===== config.mk =====
export PLATFORM = sky130hd
export DESIGN_NAME = dense_argmax_reader_flat
export DESIGN_NICKNAME = d
export VERILOG_FILES = /design/src/rtl/dense_argmax_reader_pkg.sv /design/src/rtl/dense_argmax_reader_if.sv /design/src/rtl/dense_argmax_reader_argmax_accum.sv /design/src/rtl/dense_argmax_reader.sv /design/src/flat_wrapper.sv
export SDC_FILE = /design/constraint.sdc
export NUM_CORES = 1
export LEC_CHECK = 0
export CORE_ASPECT_RATIO = 0.5
export CORE_MARGIN = 2
export CORE_UTILIZATION = 40
export CTS_CLUSTER_DIAMETER = 60
export CTS_CLUSTER_SIZE = 10
export DETAILED_ROUTE_END_ITERATION = 10
export HOLD_SLACK_MARGIN = 0.1
export PLACE_DENSITY = 0.79
export RECOVER_POWER = 100
export SLEW_MARGIN = 40
export SYNTH_ARGS = -nofsm -noshare
export SYNTH_HDL_FRONTEND = slang
export SYNTH_HIERARCHICAL = 1
export SYNTH_SLANG_ARGS = --single-unit

===== constraint.sdc =====
create_clock -name clk -period 4.6 [get_ports clk]
set_input_delay 0.46 -clock clk [delete_from_list [all_inputs] [get_ports clk]]
set_output_delay 0.46 -clock clk [all_outputs]
set_load 0.005 [all_outputs]

===== src/rtl/dense_argmax_reader_pkg.sv =====
// dense_reader_pkg: state encoding and CIFAR-10 classifier head sizes shared by the argmax reader.
package dense_reader_pkg;

    localparam int CIFAR10_NUM_CLASSES = 10;
    localparam int CIFAR10_SCORE_W     = 32;

    typedef enum logic [2:0] {
        ST_IDLE      = 3'd0,
        ST_START     = 3'd1,
        ST_WAIT_DONE = 3'd2,
        ST_READ      = 3'd3,
        ST_DRAIN     = 3'd4,
        ST_RESULT    = 3'd5
    } reader_state_e;

endpackage


===== src/rtl/dense_argmax_reader_if.sv =====
// dense_argmax_reader_if: dense-layer start/done/read port plus the valid/ready result port.
interface dense_argmax_reader_if
    import dense_reader_pkg::*;
#(
    parameter int ADDR_W = 4,
    parameter int DATA_W = CIFAR10_SCORE_W
);

    logic              layer_start;
    logic              layer_done;
    logic [ADDR_W-1:0] layer_read_addr;
    logic [DATA_W-1:0] layer_read_data;
    logic [ADDR_W-1:0] class_id;
    logic [DATA_W-1:0] class_score;
    logic              result_valid;
    logic              result_ready;

    modport master (
        output layer_start, layer_read_addr, class_id, class_score, result_valid,
        input  layer_done, layer_read_data, result_ready
    );

    modport slave (
        input  layer_start, layer_read_addr, class_id, class_score, result_valid,
        output layer_done, layer_read_data, result_ready
    );

endinterface


===== src/rtl/dense_argmax_reader_argmax_accum.sv =====
// argmax_accum: running signed maximum with index; the first sample (init) loads unconditionally, ties keep the earlier index.
module argmax_accum
    import dense_reader_pkg::*;
#(
    parameter int DATA_W = CIFAR10_SCORE_W,
    parameter int IDX_W  = 4
) (
    input  logic              clk,
    input  logic              resetn,
    input  logic              init,
    input  logic              valid,
    input  logic [DATA_W-1:0] data,
    input  logic [IDX_W-1:0]  idx,
    output logic [DATA_W-1:0] max,
    output logic [IDX_W-1:0]  max_idx
);

    always_ff @(posedge clk) begin
        if (!resetn) begin
            max     <= '0;
            max_idx <= '0;
        end else if (valid && (init || $signed(data) > $signed(max))) begin
            max     <= data;
            max_idx <= idx;
        end
    end

endmodule


===== src/rtl/dense_argmax_reader.sv =====
// dense_argmax_reader: launches the dense layer, sweeps its scores through a running argmax and hands back the winner.
// Define DENSE_ARGMAX_READER_TIMEOUT_EN to add the layer_done watchdog and the sticky timeout_err output.
module dense_argmax_reader
    import dense_reader_pkg::*;
#(
    parameter int NUM_CLASSES    = CIFAR10_NUM_CLASSES,
    parameter int DATA_W         = CIFAR10_SCORE_W,
    parameter int ADDR_W         = 4,
    parameter int RD_LAT         = 1,
    parameter int TIMEOUT_CYCLES = 65535
) (
    input  logic clk,
    input  logic resetn,
    input  logic req,
    output logic busy,
`ifdef DENSE_ARGMAX_READER_TIMEOUT_EN
    output logic timeout_err,
`endif
    dense_argmax_reader_if.master bus
);

    localparam logic [2:0] IDLE      = ST_IDLE;
    localparam logic [2:0] START     = ST_START;
    localparam logic [2:0] WAIT_DONE = ST_WAIT_DONE;
    localparam logic [2:0] READ      = ST_READ;
    localparam logic [2:0] DRAIN     = ST_DRAIN;
    localparam logic [2:0] RESULT    = ST_RESULT;
    localparam logic [ADDR_W-1:0] LAST = ADDR_W'(NUM_CLASSES - 1);

    if (RD_LAT < 0 || RD_LAT > 2) begin : g_bad_lat
        $error("RD_LAT must be 0..2");
    end
    if ((1 << ADDR_W) < NUM_CLASSES) begin : g_bad_addr
        $error("ADDR_W too narrow for NUM_CLASSES");
    end
    if (TIMEOUT_CYCLES < 1) begin : g_bad_timeout
        $error("TIMEOUT_CYCLES must be positive");
    end

    logic [2:0]        state;
    logic              guard;
    logic [1:0]        drain_cnt;
    logic [ADDR_W-1:0] addr;
    logic              rd_last;
    logic              done_seen;
    logic              wd_fire;
    logic              cap_valid;
    logic [ADDR_W-1:0] cap_idx;

    assign rd_last   = addr == LAST;
    // a done still high from the previous run is masked for one cycle after START
    assign done_seen = !guard && bus.layer_done;

    assign busy                = state != IDLE;
    assign bus.layer_start     = state == START;
    assign bus.result_valid    = state == RESULT;
    assign bus.layer_read_addr = addr;

    always_ff @(posedge clk) begin
        if (!resetn) begin
            state     <= IDLE;
            guard     <= 1'b0;
            addr      <= '0;
            drain_cnt <= '0;
        end else begin
            guard <= state == START;
            case (state)
                IDLE:      if (req) state <= START;
                START:     state <= WAIT_DONE;
                WAIT_DONE: begin
                    if (done_seen) state <= READ;
                    else if (wd_fire) state <= IDLE;
                end
                READ: begin
                    addr <= !rd_last ? addr + 1'b1 : (RD_LAT == 0 ? '0 : addr);
                    if (rd_last) state <= (RD_LAT == 0) ? RESULT : DRAIN;
                end
                DRAIN: begin
                    drain_cnt <= drain_cnt + 1'b1;
                    if (drain_cnt == 2'(RD_LAT - 1)) begin
                        state     <= RESULT;
                        addr      <= '0;
                        drain_cnt <= '0;
                    end
                end
                RESULT:    if (bus.result_valid && bus.result_ready) state <= IDLE;
                default:   state <= IDLE;
            endcase
        end
    end

`ifdef DENSE_ARGMAX_READER_TIMEOUT_EN
    localparam int WD_W = $clog2(TIMEOUT_CYCLES + 1);
    logic [WD_W-1:0] wd_cnt;

    assign wd_fire = state == WAIT_DONE && wd_cnt == WD_W'(TIMEOUT_CYCLES - 1) && !done_seen;

    always_ff @(posedge clk) begin
        if (!resetn) begin
            wd_cnt      <= '0;
            timeout_err <= 1'b0;
        end else begin
            wd_cnt <= (state == WAIT_DONE) ? wd_cnt + 1'b1 : '0;
            if (state == IDLE && req) timeout_err <= 1'b0;
            else if (wd_fire) timeout_err <= 1'b1;
        end
    end
`else
    assign wd_fire = 1'b0;
`endif

    // address/valid tags follow the read data through the layer's RD_LAT pipeline
    if (RD_LAT == 0) begin : g_nolat
        assign cap_valid = state == READ;
        assign cap_idx   = addr;
    end else begin : g_lat
        logic [RD_LAT-1:0] vp;
        logic [ADDR_W-1:0] ip [RD_LAT];
        always_ff @(posedge clk) begin
            if (!resetn) begin
                vp <= '0;
                ip <= '{default: '0};
            end else begin
                for (int i = RD_LAT - 1; i > 0; i--) begin
                    vp[i] <= vp[i-1];
                    ip[i] <= ip[i-1];
                end
                vp[0] <= state == READ;
                ip[0] <= addr;
            end
        end
        assign cap_valid = vp[RD_LAT-1];
        assign cap_idx   = ip[RD_LAT-1];
    end

    argmax_accum #(
        .DATA_W(DATA_W),
        .IDX_W (ADDR_W)
    ) u_accum (
        .clk    (clk),
        .resetn (resetn),
        .init   (cap_idx == '0),
        .valid  (cap_valid),
        .data   (bus.layer_read_data),
        .idx    (cap_idx),
        .max    (bus.class_score),
        .max_idx(bus.class_id)
    );

endmodule


===== src/flat_wrapper.sv =====
// flat-port wrapper written by rule: the top's interface ports become plain ports
module dense_argmax_reader_flat import dense_reader_pkg::*;
#(
    parameter int NUM_CLASSES    = CIFAR10_NUM_CLASSES,
    parameter int DATA_W         = CIFAR10_SCORE_W,
    parameter int ADDR_W         = 4,
    parameter int RD_LAT         = 1,
    parameter int TIMEOUT_CYCLES = 65535
)
  (clk, resetn, req, busy, bus_layer_start, bus_layer_read_addr, bus_class_id, bus_class_score, bus_result_valid, bus_layer_done, bus_layer_read_data, bus_result_ready);
  dense_argmax_reader_if #(.ADDR_W(ADDR_W), .DATA_W(DATA_W)) bus_i ();
  input  logic clk;
  input  logic resetn;
  input  logic req;
  output logic busy;
  output wire logic [$bits(bus_i.layer_start)-1:0] bus_layer_start;
  output wire logic [$bits(bus_i.layer_read_addr)-1:0] bus_layer_read_addr;
  output wire logic [$bits(bus_i.class_id)-1:0] bus_class_id;
  output wire logic [$bits(bus_i.class_score)-1:0] bus_class_score;
  output wire logic [$bits(bus_i.result_valid)-1:0] bus_result_valid;
  input wire logic [$bits(bus_i.layer_done)-1:0] bus_layer_done;
  input wire logic [$bits(bus_i.layer_read_data)-1:0] bus_layer_read_data;
  input wire logic [$bits(bus_i.result_ready)-1:0] bus_result_ready;
  assign bus_layer_start = bus_i.layer_start;
  assign bus_layer_read_addr = bus_i.layer_read_addr;
  assign bus_class_id = bus_i.class_id;
  assign bus_class_score = bus_i.class_score;
  assign bus_result_valid = bus_i.result_valid;
  assign bus_i.layer_done = bus_layer_done;
  assign bus_i.layer_read_data = bus_layer_read_data;
  assign bus_i.result_ready = bus_result_ready;
  dense_argmax_reader #(.NUM_CLASSES(NUM_CLASSES), .DATA_W(DATA_W), .ADDR_W(ADDR_W), .RD_LAT(RD_LAT), .TIMEOUT_CYCLES(TIMEOUT_CYCLES)) u_core (.clk(clk), .resetn(resetn), .req(req), .busy(busy), .bus(bus_i));
endmodule

==> results of run 1 <==
[through the flow]
step | area (sq um) | total power (uW)
final | 4045 | 1059
after global routing | 4045 | 1114
after CTS | 4056 | 1078
after detailed placement | 3882 | 639.2
after global placement | 3882 | 636.6
after floorplan | 3119 | 573.5
[registers in the layout (all words and copies together), names as in the netlist]
register	count
u_core/cap_valid	1
u_core/u_accum/max	32
u_core/guard	1
u_core/state	3
u_core/cap_idx	4
u_core/u_accum/max_idx	4
u_core/bus.layer_read_addr	4
u_core/drain_cnt	2
[cells by family after synthesis]
| logic type | share of synthesized area (%) |
|---|---|
| AO/OA/AOI/OAI | 9.026 |
| adder cells (fa/ha/maj) | 14.44 |
| buffers and inverters | 10.11 |
| flip-flops | 32.73 |
| multiplexers | 12.88 |
| AND/OR/NAND/NOR | 20.82 |
[synthesized netlist by cell type, drive strengths merged, types with 2 or more instances]
cell,n,area [sq um]
nand2,82,315.3
dfxtp,51,1021
mux2i,39,390.4
inv,38,142.6
ha,36,450.4
a21oi,17,85.08
nor2,10,37.54
nand4,9,68.81
buf,7,98.84
dlygate4sd3,7,70.07
o21ai,6,30.03
and2,5,31.28
nand3,4,20.02
a211oi,3,27.52
nand3b,3,22.52
nor3,3,15.01
nor3b,3,27.52
o311ai,3,26.28
or4,3,26.27
a31oi,2,18.77
and3b,2,18.77
nand2b,2,12.51
o211ai,2,20.02
[how the worst min path moves through the flow]
stage / from / end / slack [ps] / cells after the start
floorplan: u_core/cap_idx[2] / u_core/u_accum/max_idx[2] / 430 / 2
global placement: u_core/cap_idx[0] / u_core/u_accum/max_idx[0] / 440 / 2
detailed placement: u_core/cap_idx[0] / u_core/u_accum/max_idx[0] / 450 / 2
CTS: u_core/cap_idx[0] / u_core/u_accum/max_idx[0] / 460 / 2
global route: u_core/cap_idx[1] / u_core/u_accum/max_idx[1] / 480 / 2
finish: u_core/cap_idx[0] / u_core/u_accum/max_idx[0] / 460 / 2
[cell usage in the layout, fill, tap and decap left out, types with 2 or more instances in the layout]
| cell type | synthesis | routed |
|---|---|---|
| nor3_1 | 3 | 3 |
| dfxtp_1 | 51 | 51 |
| clkbuf_1 | 1 | 2 |
| nand4_1 | 7 | 8 |
| mux2i_1 | 39 | 39 |
| o311ai_0 | 3 | 3 |
| nand3_1 | 4 | 4 |
| nand3b_1 | 3 | 3 |
| clkbuf_16 | 0 | 5 |
| a211oi_1 | 2 | 2 |
| and2_1 | 5 | 3 |
| nand2b_1 | 2 | 2 |
| nor2_1 | 10 | 10 |
| ha_1 | 36 | 36 |
| a21oi_1 | 17 | 17 |
| o21ai_0 | 6 | 6 |
| buf_4 | 0 | 2 |
| nand2_1 | 81 | 81 |
| clkdlybuf4s50_1 | 0 | 34 |
| dlygate4sd3_1 | 7 | 44 |
| inv_1 | 38 | 38 |
| or4_1 | 2 | 2 |
| and2_0 | 0 | 2 |
| nor3b_1 | 2 | 2 |
[routing by layer]
layer | wire, um | global-route usage [%] | part of all wire (%) | vias up
met3 | 309 | 4.369 | 4.7 | 6
met4 | 66 | 4.755 | 0.99 | 0
met1 | 3149 | 20.20 | 47 | 1142
met5 | 0 | 0 | 0 | -
li1 | - | - | - | 1350
met2 | 3116 | 28.51 | 47 | 34
[worst min-delay path, cell delays in order, from the launching register on]
cell and delay [ps]:
dfxtp_1 310, nand2_1 50, mux2i_1 50
[power by group through the flow]
| stage | Sequential [uW] | Combinational (uW) | Clock, uW |
|---|---|---|---|
| floorplan | 471 | 102 | 0 |
| global placement | 477 | 160 | 0 |
| detailed placement | 477 | 162 | 0 |
| CTS | 467 | 164 | 447 |
| global route | 469 | 179 | 466 |
| finish | 467 | 158 | 434 |
[layout make-up]
type / count / share of cell area (%)
multi-input cells: 250 / 44.11
inverters: 38 / 3.526
clock inverters: 2 / 0.8661
well taps: 96 / 2.969
repair buffers: 82 / 19.86
clock buffers: 6 / 3.433
flip-flops and latches: 51 / 25.24
==> results.tsv, run 1 <==
stage	metric	value	unit
clocking	clk_latency	290	ps
yosys	synth_warnings	6	
worst_setup_path	cp_cell_sequence	dlygate4sd3_1 -> ha_1 -> nand4_1 -> or4_1 -> o211ai_2 -> o21ba_1 -> a211oi_4 -> clkbuf_1 -> mux2i_1	
run	cap_violations	1	
clocking	post_cts_buffers	0	
detailed_routing	drt-total-wl	6.642	mm
place	dp.cells	517	
clocking	ctsLongestPathBuffers	2	
sta	fin_worst_hold_slack	456.2	ps
clocking	cts-htree-levels	2	
yosys	yosysUniqueCellTypes	50	
global_route	antenna_found_initial	0	
cells_and_area	fin_util	54.43	%
run_status	status	finished, violations left	
die	dieWidth	128.9	um
sta	rsz0062_at_grt	no	
clocking	cts_tree	done	
die	ios	80	
run_status	violations	capacitance limit, slew limit	
global_route	track_usage	16.43	%
clocking	clk_pin_slew	70	ps
cells_and_area	syn_to_final_growth	29.68	%
sta	max_freq	0.2672	GHz
clocking	cts_buffers	5	
cells_and_area	nNetsFinal	501	
worst_hold_path	hp-class	reg2reg	
cells_and_area	multi_input_comb_area	1784	sq um
die	coreArea	7432	sq um
cells_and_area	instances_no_fill	525	
detailed_routing	drtPass1Iterations	4	
clocking	ctsResizeCount	0	
yosys	seq_area_frac_synth	32.73	%
worst_setup_path	endpoint	u_core/u_accum/max[25]	
global_route	grt_pass1_vias	2483	
sta	worstMarginPinSlew	1742	ps
sta	min_period	3743	ps
detailed_routing	ant_nets	0	
power	switching_share	23.71	%
power	power_frac_comb	15.0	%
detailed_routing	drt_iter0_markers	106	
sta	hold_viol	0	
yosys	synthCells	354	
yosys	synth_fp_nets	427	
sta	slew_headroom	-16.15	%
worst_setup_path	required	4810	ps
clocking	cts_hold_buffers	0	
sta	setup_slack	857.5	ps
clocking	clock_sinks	51	
sta	fin_crit_sh	81.36	%
worst_setup_path	timing.critical_path.buf_inv	2	
yosys	syn_area_per_cell	8.811	sq um
power	powerDensity	261.9	nW/um^2
sta	fin_skew	5.004	ps
yosys	synthFlopType	dfxtp_1	
place	dp_hpwl	4.894	mm
die	die_area	8563	sq um
worst_setup_path	cp.depth	9	
yosys	synthArstFlopShare	0	%
cells_and_area	n_fill_cell	671	
place	dp_slack	1317	ps
worst_setup_path	rr_endpoint	u_core/u_accum/max[25]	
global_route	overflow	0	
worst_setup_path	cpPeakStageDelay	900	ps
yosys	synth-edff-count	0	
place	gp_congestion	0.8080	
sta	drv_slew	45	
worst_setup_path	critPathTopFamily	buffers and inverters	
sta	setup_violations	0	
worst_setup_path	end_kind	flop	
cells_and_area	diodes	0	
detailed_routing	vias	2532	
die	start_util	41.97	%
worst_setup_path	critPathMaxFanout	15	
die	die_height	66.44	um
worst_setup_path	crit_path_start	bus_layer_read_data[31]	
power	internal_power	808.2	uW
sta	totalNegativeSetupSlack	0	ps
detailed_routing	drc	0	
worst_setup_path	reg2regPathDepth	9	
worst_setup_path	worstSetupStartpointType	primary input	
die	rows	22	
cells_and_area	drive_above_1_share	4.662	%
global_route	grt_pass1_wl	11.26	mm
yosys	synthesis.area	3119	sq um
global_route	grt_max_degree	45	
place	io_buffers	79	
power	power_frac_seq	44.1	%
worst_setup_path	critical_path_arrival	3950	ps
worst_setup_path	crit_type	in2reg	
worst_setup_path	critPathSlowestCell	clkbuf_1	
yosys	ys_ff_latch	51	
worst_setup_path	r2r_setup_slack	1230	ps
cells_and_area	regArea	1021	sq um
power	switchingPower	251.2	uW
detailed_routing	routedWlPerCell	12.65	um
detailed_routing	via_per_inst	4.823	
power	clockPowerShare	41.0	%
clocking	cts-root-buf	clkbuf_16	
power	vdd_ir_drop_max	0.1426	mV
power	p_leak	0.001887	uW
worst_setup_path	r2r_start	u_core/u_accum/max[31]	
No activity file was read; power rests on OpenSTA's default activity.
==> run 2: changes to the inputs <==
==> constraint.sdc (replaced) <==
create_clock -name clk -period 3.5 [get_ports clk]
set_input_delay 0.35 -clock clk [delete_from_list [all_inputs] [get_ports clk]]
set_output_delay 0.35 -clock clk [all_outputs]
set_load 0.005 [all_outputs]
==> run 2 against run 1 <==
  * The run still ends with capacitance limit, slew limit left
  * Register-to-register slack got worse by 580 ps
  * Clock power rose by 29%
  * Global-route usage decreased by 0.36 points
  * Count of clock-buffer cells in the layout down 1
  * Via count up 1.8%
  * Combinational power up 32%
  * Die area unchanged
  * Core utilization about the same
  * Sequential share of layout area is essentially flat
  * Flip-flop and latch count unchanged
  * Largest cell class unchanged
==> results.tsv, run 2 (synthesis results as in run 1) <==
stage	metric	value	unit	change
run_status	status	finished, violations left		unchanged
run_status	violations	capacitance limit, slew limit		unchanged
worst_setup_path	critical_path_arrival	3280	ps	was 3950 ps
global_route	grt_use_met2	28.57	%	was 28.51%
clocking	clk_latency	290	ps	about the same
clocking	ctsResizeCount	0		unchanged
cells_and_area	diodes	0		unchanged
run	cap_violations	1		unchanged
sta	setup_violations	0		unchanged
sta	totalNegativeSetupSlack	0	ps	unchanged
cells_and_area	instances_no_fill	525		unchanged
cells_and_area	n_fill_cell	683		was 671
clocking	cts-root-buf	clkbuf_16		unchanged
detailed_routing	drc	0		unchanged
sta	drv_slew	46		was 45
cells_and_area	multi_input_comb_area	1785	sq um	was 1784 sq um
global_route	antenna_found_initial	0		unchanged
detailed_routing	ant_nets	0		unchanged
clocking	cts-htree-levels	2		unchanged
clocking	ctsLongestPathBuffers	2		unchanged
detailed_routing	vias	2577		was 2532
die	ios	80		unchanged
sta	rsz0062_at_grt	no		unchanged
cells_and_area	fin_util	54.39	%	was 54.43%
detailed_routing	drt_iter0_markers	130		was 106
sta	min_period	3069	ps	
power	power_frac_comb	15.2	%	was 15.0%
cells_and_area	layout_commonest_cell	nand2_1		unchanged
die	rows	22		unchanged
clocking	cts_tree	done		unchanged
global_route	use_met3	3.964	%	was 4.369%
worst_setup_path	worstSetupStartpointType	primary input		unchanged
power	powerDensity	341.7	nW/um^2	was 261.9 nW/um^2
clocking	cts_hold_buffers	0		unchanged
global_route	busiest_layer	met2		unchanged
place	dp.cells	517		unchanged
clocking	cts_buffers	5		unchanged
global_route	grt_use_met1	18.79	%	was 20.20%
sta	fin_skew	1.419	ps	was 5.004 ps
power	switching_share	24.42	%	was 23.71%
clocking	clock_sinks	51		unchanged
die	dieWidth	128.9	um	unchanged
sta	hold_viol	0		unchanged
worst_setup_path	r2r_setup_slack	650	ps	was 1230 ps
power	clockPowerShare	40.5	%	was 41.0%
place	dp_hpwl	5.016	mm	was 4.894 mm
global_route	grt_pass1_vias	2469		was 2483
cells_and_area	syn_to_final_growth	29.60	%	was 29.68%
detailed_routing	drtPass1Iterations	4		unchanged
cells_and_area	layout_common_cells	nand2_1, dfxtp_1, dlygate4sd3_1, mux2i_1, inv_1		unchanged
detailed_routing	via_per_inst	4.909		was 4.823
cells_and_area	drive_above_1_share	4.895	%	was 4.662%
detailed_routing	drt-total-wl	6.656	mm	was 6.642 mm
die	die_height	66.44	um	unchanged
place	io_buffers	79		unchanged
clocking	clk_pin_slew	70	ps	about the same
cells_and_area	largest_register_ffs	32		unchanged
worst_setup_path	critPathSlowestCell	dlygate4sd3_1		was clkbuf_1
power	power_frac_seq	44.4	%	was 44.1%
sta	slew_headroom	-18.50	%	was -16.15%
die	die_area	8563	sq um	unchanged
worst_setup_path	required	3710	ps	was 4810 ps
detailed_routing	routedWlPerCell	12.68	um	was 12.65 um
global_route	grt_max_degree	46		was 45
sta	fin_crit_sh	87.69	%	
die	coreArea	7432	sq um	unchanged
worst_setup_path	cp_cell_sequence	dlygate4sd3_1 -> ha_1 -> nand4_1 -> or4_1 -> o211ai_1 -> o21ba_1 -> a211oi_4 -> clkbuf_2 -> mux2i_1		was dlygate4sd3_1 -> ha_1 -> nand4_1 -> or4_1 -> o211ai_2 -> o21ba_1 -> a211oi_4 -> clkbuf_1 -> mux2i_1
power	internal_power	1044	uW	was 808.2 uW
cells_and_area	regArea	1021	sq um	unchanged
global_route	track_usage	16.07	%	was 16.43%
sta	max_freq	0.3258	GHz	
cells_and_area	nNetsFinal	501		unchanged
worst_setup_path	crit_type	in2reg		unchanged
worst_hold_path	hp-class	reg2reg		unchanged
power	p_leak	0.001887	uW	about the same
place	gp_congestion	0.7822		was 0.8080
die	start_util	41.97	%	unchanged
power	vdd_ir_drop_max	0.2245	mV	was 0.1426 mV
power	switchingPower	337.4	uW	was 251.2 uW
global_route	overflow	0		unchanged
worst_setup_path	end_kind	flop		unchanged
worst_setup_path	critPathMaxFanout	15		unchanged
cells_and_area	largest_register	u_core/u_accum/max		unchanged
sta	worstMarginPinSlew	1777	ps	was 1742 ps
global_route	grt_pass1_wl	10.90	mm	was 11.26 mm
clocking	post_cts_buffers	0		unchanged
worst_setup_path	cpPeakStageDelay	580	ps	was 900 ps
==> run 2: changes by cell type in the layout (fill, tap and decap cells not counted), sizes merged <==
cell / previous run / this run
clkbuf: 8 / 7
clkinv: 1 / 2
==> run 2: layer usage <==
metal	vias up	share of wire, %
met3	7	3.5
met4	0	1.3
met5	-	0
li1	1354	-
met2	34	47
met1	1182	48
==> run 2: worst paths after layout <==
check	startpoint	to	cells past startpoint
max	bus_layer_read_data[27]	u_core/u_accum/max_idx[1]	9
min	u_core/u_accum/max_idx[0]	u_core/u_accum/max_idx[0]	2
max reg2reg	u_core/u_accum/max[19]	u_core/u_accum/max_idx[1]	9
min reg2reg	u_core/u_accum/max_idx[0]	u_core/u_accum/max_idx[0]	2
==> run 2: power by group through the flow <==
stage               Clock [uW]  Combinational, uW  Sequential [uW]
finish                     559                209              613
global placement             0                211              626
global route               596                236              616
detailed placement           0                215              627
CTS                        573                217              613
floorplan                    0                135              619
==> run 2: area by class of cell <==
| cell class | count | area share (%) |
|---|---|---|
| tap | 96 | 2.971 |
| timing repair buffer | 82 | 19.90 |
| inverter | 38 | 3.528 |
| clock buffer | 5 | 3.095 |
| clock inverter | 3 | 1.083 |
| sequential | 51 | 25.26 |
| multi-input combinational | 250 | 44.17 |
==> run 2: metrics by stage <==
stage	worst slack, ps	instance area (sq um)	total power (uW)	hold WS, ps
CTS	643.3	4051	1404	458.3
global placement	411.6	3882	837.3	439.8
floorplan	1072	3119	753.7	434.4
global route	253.7	4043	1448	478.5
finish	430.7	4043	1381	460.3
detailed placement	331.0	3882	841.3	448.9
==> run 2: critical path, delay by kind of cell <==
kind                     cells  cell delay, ps
buffers and inverters        2            1040
AND/OR/NAND/NOR              2             670
AO/OA/AOI/OAI                3             630
adder cells (fa/ha/maj)      1             330
multiplexers                 1             260
